[src/rtl/mul_arb_pkg.sv]
// mul_arb_pkg: shared types and widths for the FP16 multiplier arbiter.
//   FP_W       - packed FP16 operand width
//   PROD_W     - multiplier result fraction width
//   arb_state_t - arbiter FSM states
//   mul_rsp_t  - registered response (product + flags)
package mul_arb_pkg;

  localparam int FP_W   = 16;
  localparam int PROD_W = 13;

  typedef enum logic [1:0] {
    S_IDLE  = 2'd0,
    S_ISSUE = 2'd1,
    S_WAIT  = 2'd2,
    S_RESP  = 2'd3
  } arb_state_t;

  typedef struct packed {
    logic [PROD_W-1:0] product;
    logic              carry;
    logic              round_loss;
  } mul_rsp_t;

  // Zero magnitude regardless of sign (+0 / -0).
  function automatic logic fp16_is_zero(input logic [FP_W-1:0] x);
    return (x[FP_W-2:0] == '0);
  endfunction

endpackage

[src/rtl/mul_rr_pick.sv]
// mul_rr_pick: combinational round-robin picker.
//   req  [NREQ] - request vector
//   ptr  [PW]   - highest-priority index this round
//   gnt  [NREQ] - one-hot grant (zero when no request)
//   idx  [PW]   - index of the granted requester
//   any         - at least one request present
module mul_rr_pick #(
  parameter int NREQ = 4,
  parameter int PW   = (NREQ > 1) ? $clog2(NREQ) : 1
) (
  input  logic [NREQ-1:0] req,
  input  logic [PW-1:0]   ptr,
  output logic [NREQ-1:0] gnt,
  output logic [PW-1:0]   idx,
  output logic            any
);

  logic          hi_any;
  logic [PW-1:0] hi_idx;
  logic [PW-1:0] lo_idx;

  // Two-pass priority: lowest requester at or above ptr wins; otherwise the
  // lowest requester below ptr (wrap-around). Scanning downward lets the last
  // write land on the lowest index.
  always_comb begin
    hi_any = 1'b0;
    hi_idx = '0;
    lo_idx = '0;
    for (int i = NREQ - 1; i >= 0; i--) begin
      if (req[i]) begin
        if (i >= int'(ptr)) begin
          hi_any = 1'b1;
          hi_idx = PW'(i);
        end else begin
          lo_idx = PW'(i);
        end
      end
    end
  end

  always_comb begin
    any      = |req;
    idx      = hi_any ? hi_idx : lo_idx;
    gnt      = '0;
    gnt[idx] = any;
  end

endmodule

[src/rtl/mul_arbiter.sv]
// mul_arbiter: round-robin arbiter sharing one multicycle FP16 multiplier
// between NREQ requesters. One operation in flight; IDLE->ISSUE->WAIT->RESP.
//   clk, RST (sync, active-high)
//   req_valid/req_ready [NREQ]     - per-requester handshake, ready one-hot
//   req_fp1/req_fp2 [NREQ*16]      - packed operands, lane i at [16i+15:16i]
//   mul_active, mul_fp1, mul_fp2   - multiplier start pulse and operands
//   mul_product, mul_carry, mul_round_loss - multiplier result inputs
//   rsp_valid [NREQ]               - one-hot response strobe
//   rsp_product, rsp_carry, rsp_round_loss - held registered result
//   busy                           - high outside IDLE
// Optional: `define MUL_ARB_ZERO_BYPASS_EN to answer pairs with a zero
// operand directly (result 0, no multiplier use).
module mul_arbiter
  import mul_arb_pkg::*;
#(
  parameter int NREQ = 4,
  parameter int LAT  = 15
) (
  input  logic                   clk,
  input  logic                   RST,
  input  logic [NREQ-1:0]        req_valid,
  output logic [NREQ-1:0]        req_ready,
  input  logic [NREQ*FP_W-1:0]   req_fp1,
  input  logic [NREQ*FP_W-1:0]   req_fp2,
  output logic                   mul_active,
  output logic [FP_W-1:0]        mul_fp1,
  output logic [FP_W-1:0]        mul_fp2,
  input  logic [PROD_W-1:0]      mul_product,
  input  logic                   mul_carry,
  input  logic                   mul_round_loss,
  output logic [NREQ-1:0]        rsp_valid,
  output logic [PROD_W-1:0]      rsp_product,
  output logic                   rsp_carry,
  output logic                   rsp_round_loss,
  output logic                   busy
);

  localparam int PW  = (NREQ > 1) ? $clog2(NREQ) : 1;
  localparam int WCW = (LAT > 1) ? $clog2(LAT) : 1;

  arb_state_t state, state_nxt;

  logic [PW-1:0]   rr_ptr;
  logic [PW-1:0]   gnt_q;
  logic [FP_W-1:0] op1_q, op2_q;
  logic [WCW-1:0]  wait_cnt;
  mul_rsp_t        rsp_q;

  logic [NREQ-1:0][FP_W-1:0] fp1_lanes, fp2_lanes;
  logic [NREQ-1:0] pick_gnt;
  logic [PW-1:0]   pick_idx;
  logic            pick_any;
  logic [FP_W-1:0] sel_fp1, sel_fp2;

  logic accept;
  logic capture;
`ifdef MUL_ARB_ZERO_BYPASS_EN
  logic bypass;
`endif

  assign fp1_lanes = req_fp1;
  assign fp2_lanes = req_fp2;
  assign sel_fp1   = fp1_lanes[pick_idx];
  assign sel_fp2   = fp2_lanes[pick_idx];

  mul_rr_pick #(.NREQ(NREQ), .PW(PW)) u_pick (
    .req (req_valid),
    .ptr (rr_ptr),
    .gnt (pick_gnt),
    .idx (pick_idx),
    .any (pick_any)
  );

  always_ff @(posedge clk) begin
    if (RST) state <= S_IDLE;
    else     state <= state_nxt;
  end

  always_comb begin
    state_nxt  = state;
    req_ready  = '0;
    accept     = 1'b0;
    capture    = 1'b0;
`ifdef MUL_ARB_ZERO_BYPASS_EN
    bypass     = 1'b0;
`endif
    mul_active = 1'b0;
    mul_fp1    = '0;
    mul_fp2    = '0;
    rsp_valid  = '0;
    busy       = (state != S_IDLE);
    case (state)
      S_IDLE: begin
        // No accept during reset: the grant would be lost at the edge while
        // the requester believed it was taken.
        if (pick_any && !RST) begin
          req_ready = pick_gnt;
          accept    = 1'b1;
          state_nxt = S_ISSUE;
`ifdef MUL_ARB_ZERO_BYPASS_EN
          if (fp16_is_zero(sel_fp1) || fp16_is_zero(sel_fp2)) begin
            bypass    = 1'b1;
            state_nxt = S_RESP;
          end
`endif
        end
      end
      S_ISSUE: begin
        mul_active = 1'b1;
        mul_fp1    = op1_q;
        mul_fp2    = op2_q;
        state_nxt  = S_WAIT;
      end
      S_WAIT: begin
        mul_fp1 = op1_q;
        mul_fp2 = op2_q;
        if (wait_cnt == WCW'(LAT - 1)) begin
          capture   = 1'b1;
          state_nxt = S_RESP;
        end
      end
      S_RESP: begin
        rsp_valid[gnt_q] = 1'b1;
        state_nxt        = S_IDLE;
      end
      default: state_nxt = S_IDLE;
    endcase
  end

  always_ff @(posedge clk) begin
    if (RST) begin
      rr_ptr   <= '0;
      gnt_q    <= '0;
      op1_q    <= '0;
      op2_q    <= '0;
      wait_cnt <= '0;
      rsp_q    <= '0;
    end else begin
      if (accept) begin
        gnt_q <= pick_idx;
        op1_q <= sel_fp1;
        op2_q <= sel_fp2;
      end
      // Counts only while waiting; anything else parks it at zero so the
      // next WAIT always starts from 0.
      if (state == S_WAIT && !capture) wait_cnt <= wait_cnt + WCW'(1);
      else                             wait_cnt <= '0;
      if (capture) begin
        rsp_q.product    <= mul_product;
        rsp_q.carry      <= mul_carry;
        rsp_q.round_loss <= mul_round_loss;
      end
`ifdef MUL_ARB_ZERO_BYPASS_EN
      else if (bypass) begin
        rsp_q <= '0;
      end
`endif
      if (state == S_RESP)
        rr_ptr <= (gnt_q == PW'(NREQ - 1)) ? '0 : gnt_q + PW'(1);
    end
  end

  assign rsp_product    = rsp_q.product;
  assign rsp_carry      = rsp_q.carry;
  assign rsp_round_loss = rsp_q.round_loss;

endmodule

[config.mk]
export PLATFORM = sky130hd
export DESIGN_NAME = mul_arbiter
export DESIGN_NICKNAME = d
export VERILOG_FILES = /design/src/rtl/mul_arb_pkg.sv /design/src/rtl/mul_rr_pick.sv /design/src/rtl/mul_arbiter.sv
export SDC_FILE = /design/constraint.sdc
export NUM_CORES = 1
export LEC_CHECK = 0
export CAP_MARGIN = 10
export CORE_UTILIZATION = 36
export DETAILED_ROUTE_END_ITERATION = 8
export GPL_TIMING_DRIVEN = 1
export PLACE_DENSITY = 0.79
export SLEW_MARGIN = 20
export SYNTH_ARGS = -nofsm -noshare
export SYNTH_HDL_FRONTEND = slang
export SYNTH_SLANG_ARGS = --single-unit
[constraint.sdc]
create_clock -name clk -period 5.4 [get_ports clk]
set_clock_uncertainty 0.05 [all_clocks]
set_input_delay 0.81 -clock clk [delete_from_list [all_inputs] [get_ports clk]]
set_output_delay 0.81 -clock clk [all_outputs]
set_load 0.05 [all_outputs]
==> results.toml <==
[logic_synthesis]
yosys_warnings = 0
synthSimpleGateAreaFrac_pct = 21.8
post_synth_fa_ha_maj_area_fraction_pct = 3.77
synthMuxAreaShare_pct = 16.7
synth_top_family_by_area = "simple AND/OR/NAND/NOR gates"
synth.top_cell.area_share_pct = 34.4
synth_commonest_cells = "57 x dfxtp_1, 36 x and2_1, 36 x nand2_1"
synth_compound_area_share_pct = 17.4
synth.most_common_cell = "dfxtp_1"
synth_area_um2 = 3320
synth_ff_type = "dfxtp_1"
synth_enable_flop_cells = 0
synthTopCellsByArea = "dfxtp_1 34%, mux4_2 12%, and2_1 6.8%, mux2i_1 5.1%, a22o_1 4.5%"
syn_inst = 347
synthArstFlopShare_pct = 0
synthXorXnorAreaFrac_pct = 0.528
synth_largest_area_cell = "dfxtp_1"
ys_seq_elements = 57
syn_area_per_cell_um2 = 9.56
synth.distinct_cells = 35
syn_nets = 506
seq_area_frac_synth_pct = 34.4

[clocking]
post_cts_buffers = 0
cts_buffers = 9
clock-root-buffer = "clkbuf_8"
cts-resized-gates = 0
cts_tree = "built"
htree_levels = 3
clkTransAtPathRegs_ps = 70
worstSkewPairLatency_ps = 330
cts_hold_buf = 0
cts_buffer_depth = 2
cts_sinks = 57

[timing]
fin_hold_ws_ps = 407
rsz0062_at_grt = "no"
fin_crit_ps = 4150
max_freq_ghz = 0.241
finalSetupTns_ps = 0
worstMarginPinSlew_ps = 975
maxSlewViolCount = 0
setup-violations-final = 0
fin_crit_sh_pct = 76.9
hold_viol = 0
slew_headroom_pct = 34.7

[detailed_routing]
vias = 3490
routedWlPerCell_um = 16.4
drt_wl_total_um = 10700
drcViolationCount = 12
drtAntennaViolNets = 0
drt_iter0_markers = 182
routed_via_density = 5.35
dr.pass1.iters = 7

[power]
p_leak_nw = 2.04
clock_power_share_pct = 17.4
powerDensity_nw_per_um2 = 361
p_sw_share_pct = 43.6
seq_power_share_pct = 28.9
p_comb_share_pct = 53.7
cell_internal_pwr_w = 0.00113
p_switching_w = 0.000876
irDropWorstVdd_uv = 257

[critical_path]
reg2reg_depth = 5
crit_path_end_kind = "primary output"
crit_chain = "clkdlybuf4s50_1, nand2b_1, a21oi_2, nor3_1, nor3_1, clkdlybuf4s50_1"
start_kind = "input port"
reg2reg_slack_ps = 2570
cp.arrival_ps = 3290
reg2reg_from = "rr_ptr[1]"
cp_slowest_cell = "clkdlybuf4s50_1"
critPathRequiredTime_ps = 4540
path_class = "in -> out"
critical_path.max_fanout = 18
r2r-end = "op1_q[12]"
slowest_delay_ps = 850

[floorplan]
die_h_um = 98.0
pin_count = 206
die_x_um = 98.0
start_util_pct = 37.7
coreArea_um2 = 8810
num_rows = 34
die-area_um2 = 9600

[min_path]
hold_class = "reg -> reg"
hp-start = "rsp_product[7]"
min_path_cells = 2
whs_endpoint = "rsp_product[7]"

[grt]
antenna_found_initial = 0
grt_first_pass_wirelength_um = 17200
grt_usage_pct = 22.6
grt_pass1_vias = 3651
globalRouteOverflowTotal = 0
grt_max_degree = 48

[layout]
drive_above_1_share_pct = 8.27
diodes = 0
final-seq-area_um2 = 1140
stdcell_count = 652
multi_input_area_um2 = 1990
area_growth_pct = 67.6
final_nets = 698
fillers = 755

[place]
dp_hpwl_um = 8100
routabilityCongestion = 0.788
place.port_buffers = 205
dp.cells = 636

[run]
cap_violations = 0

[outcome]
failed_checks = "design-rule violations"
status = "finished, violations left"
[final cells by class]
| class | count | share of cell area [%] |
|---|---|---|
| clock buffer | 9 | 2.23 |
| tap | 108 | 2.43 |
| sequential | 57 | 20.5 |
| clock inverter | 7 | 0.833 |
| multi-input combinational | 252 | 35.9 |
| inverter | 8 | 0.540 |
| timing repair buffer | 211 | 37.6 |
[layout by cell type, fill, tap and decap left out, types with 3 or more instances in the layout]
cell type	n
clkdlybuf4s50_1	202
dfxtp_1	57
and2_1	36
nand2_1	36
nor2_1	19
a21oi_1	19
mux2i_1	17
mux4_2	17
a22o_1	17
nand2b_1	15
nor4b_1	15
a221oi_1	15
a2111oi_0	14
ha_1	10
clkbuf_8	9
buf_4	9
inv_1	8
clkinv_2	3
clkinvlp_4	3
[critical path: cells and delay by family]
kind | cells | cell delay, ps
buffers and inverters | 2 | 1380
AOI/OAI and AO/OA | 1 | 590
and+or+nand+nor | 3 | 500
[registers in the layout, indices dropped and copies added, names as in the netlist, 2 cells and up]
| register | flops |
|---|---|
| gnt_q | 2 |
| rsp_product | 13 |
| wait_cnt | 4 |
| state | 2 |
| rr_ptr | 2 |
| op1_q | 16 |
| op2_q | 16 |
[per-layer routing]
layer | global-route usage [%] | share of wire, % | up-vias
met1 | 24.9 | 38 | 1629
met3 | 6.30 | 8.4 | 25
met5 | 0 | 0 | -
li1 | - | - | 1675
met2 | 40.7 | 51 | 161
met4 | 9.21 | 2.7 | 0
[logic make-up after synthesis]
group,after synthesis
muxes,34
buffers and inverters,38
and+or+nand+nor,131
DFF,57
xor gates and xnor gates,2
AOI/OAI and AO/OA,75
adders and majority gates,10
[how the worst max path moves through the flow]
stage                       from           end  slack [ps]
floorplan           req_valid[2]  req_ready[0]        1810
global placement    req_valid[0]  req_ready[0]        1340
detailed placement  req_valid[2]  req_ready[0]        1280
CTS                 req_valid[2]  req_ready[0]        1250
global route        req_valid[2]  req_ready[0]        1050
finish              req_valid[2]  req_ready[0]        1250
[power groups by stage]
stage / combinational, W / sequential (W) / clock [W]
after floorplan: 0.000722 / 0.000569 / 0
after global placement: 0.00107 / 0.000584 / 0
after detailed placement: 0.00108 / 0.000587 / 0
after CTS: 0.00109 / 0.000580 / 0.000361
after global routing: 0.00115 / 0.000593 / 0.000379
final: 0.00108 / 0.000581 / 0.000348
[through the flow]
step	area, um2	total power [W]	utilization [%]	worst slack [ps]
after floorplan	3320	0.00129	-	1810
after global placement	5390	0.00166	61.2	1340
after detailed placement	5390	0.00167	61.2	1280
after CTS	5560	0.00203	63.1	1250
after global routing	5560	0.00212	63.1	1050
final	5560	0.00201	63.1	1250
Note: power is estimated with default switching activity, not from simulation.
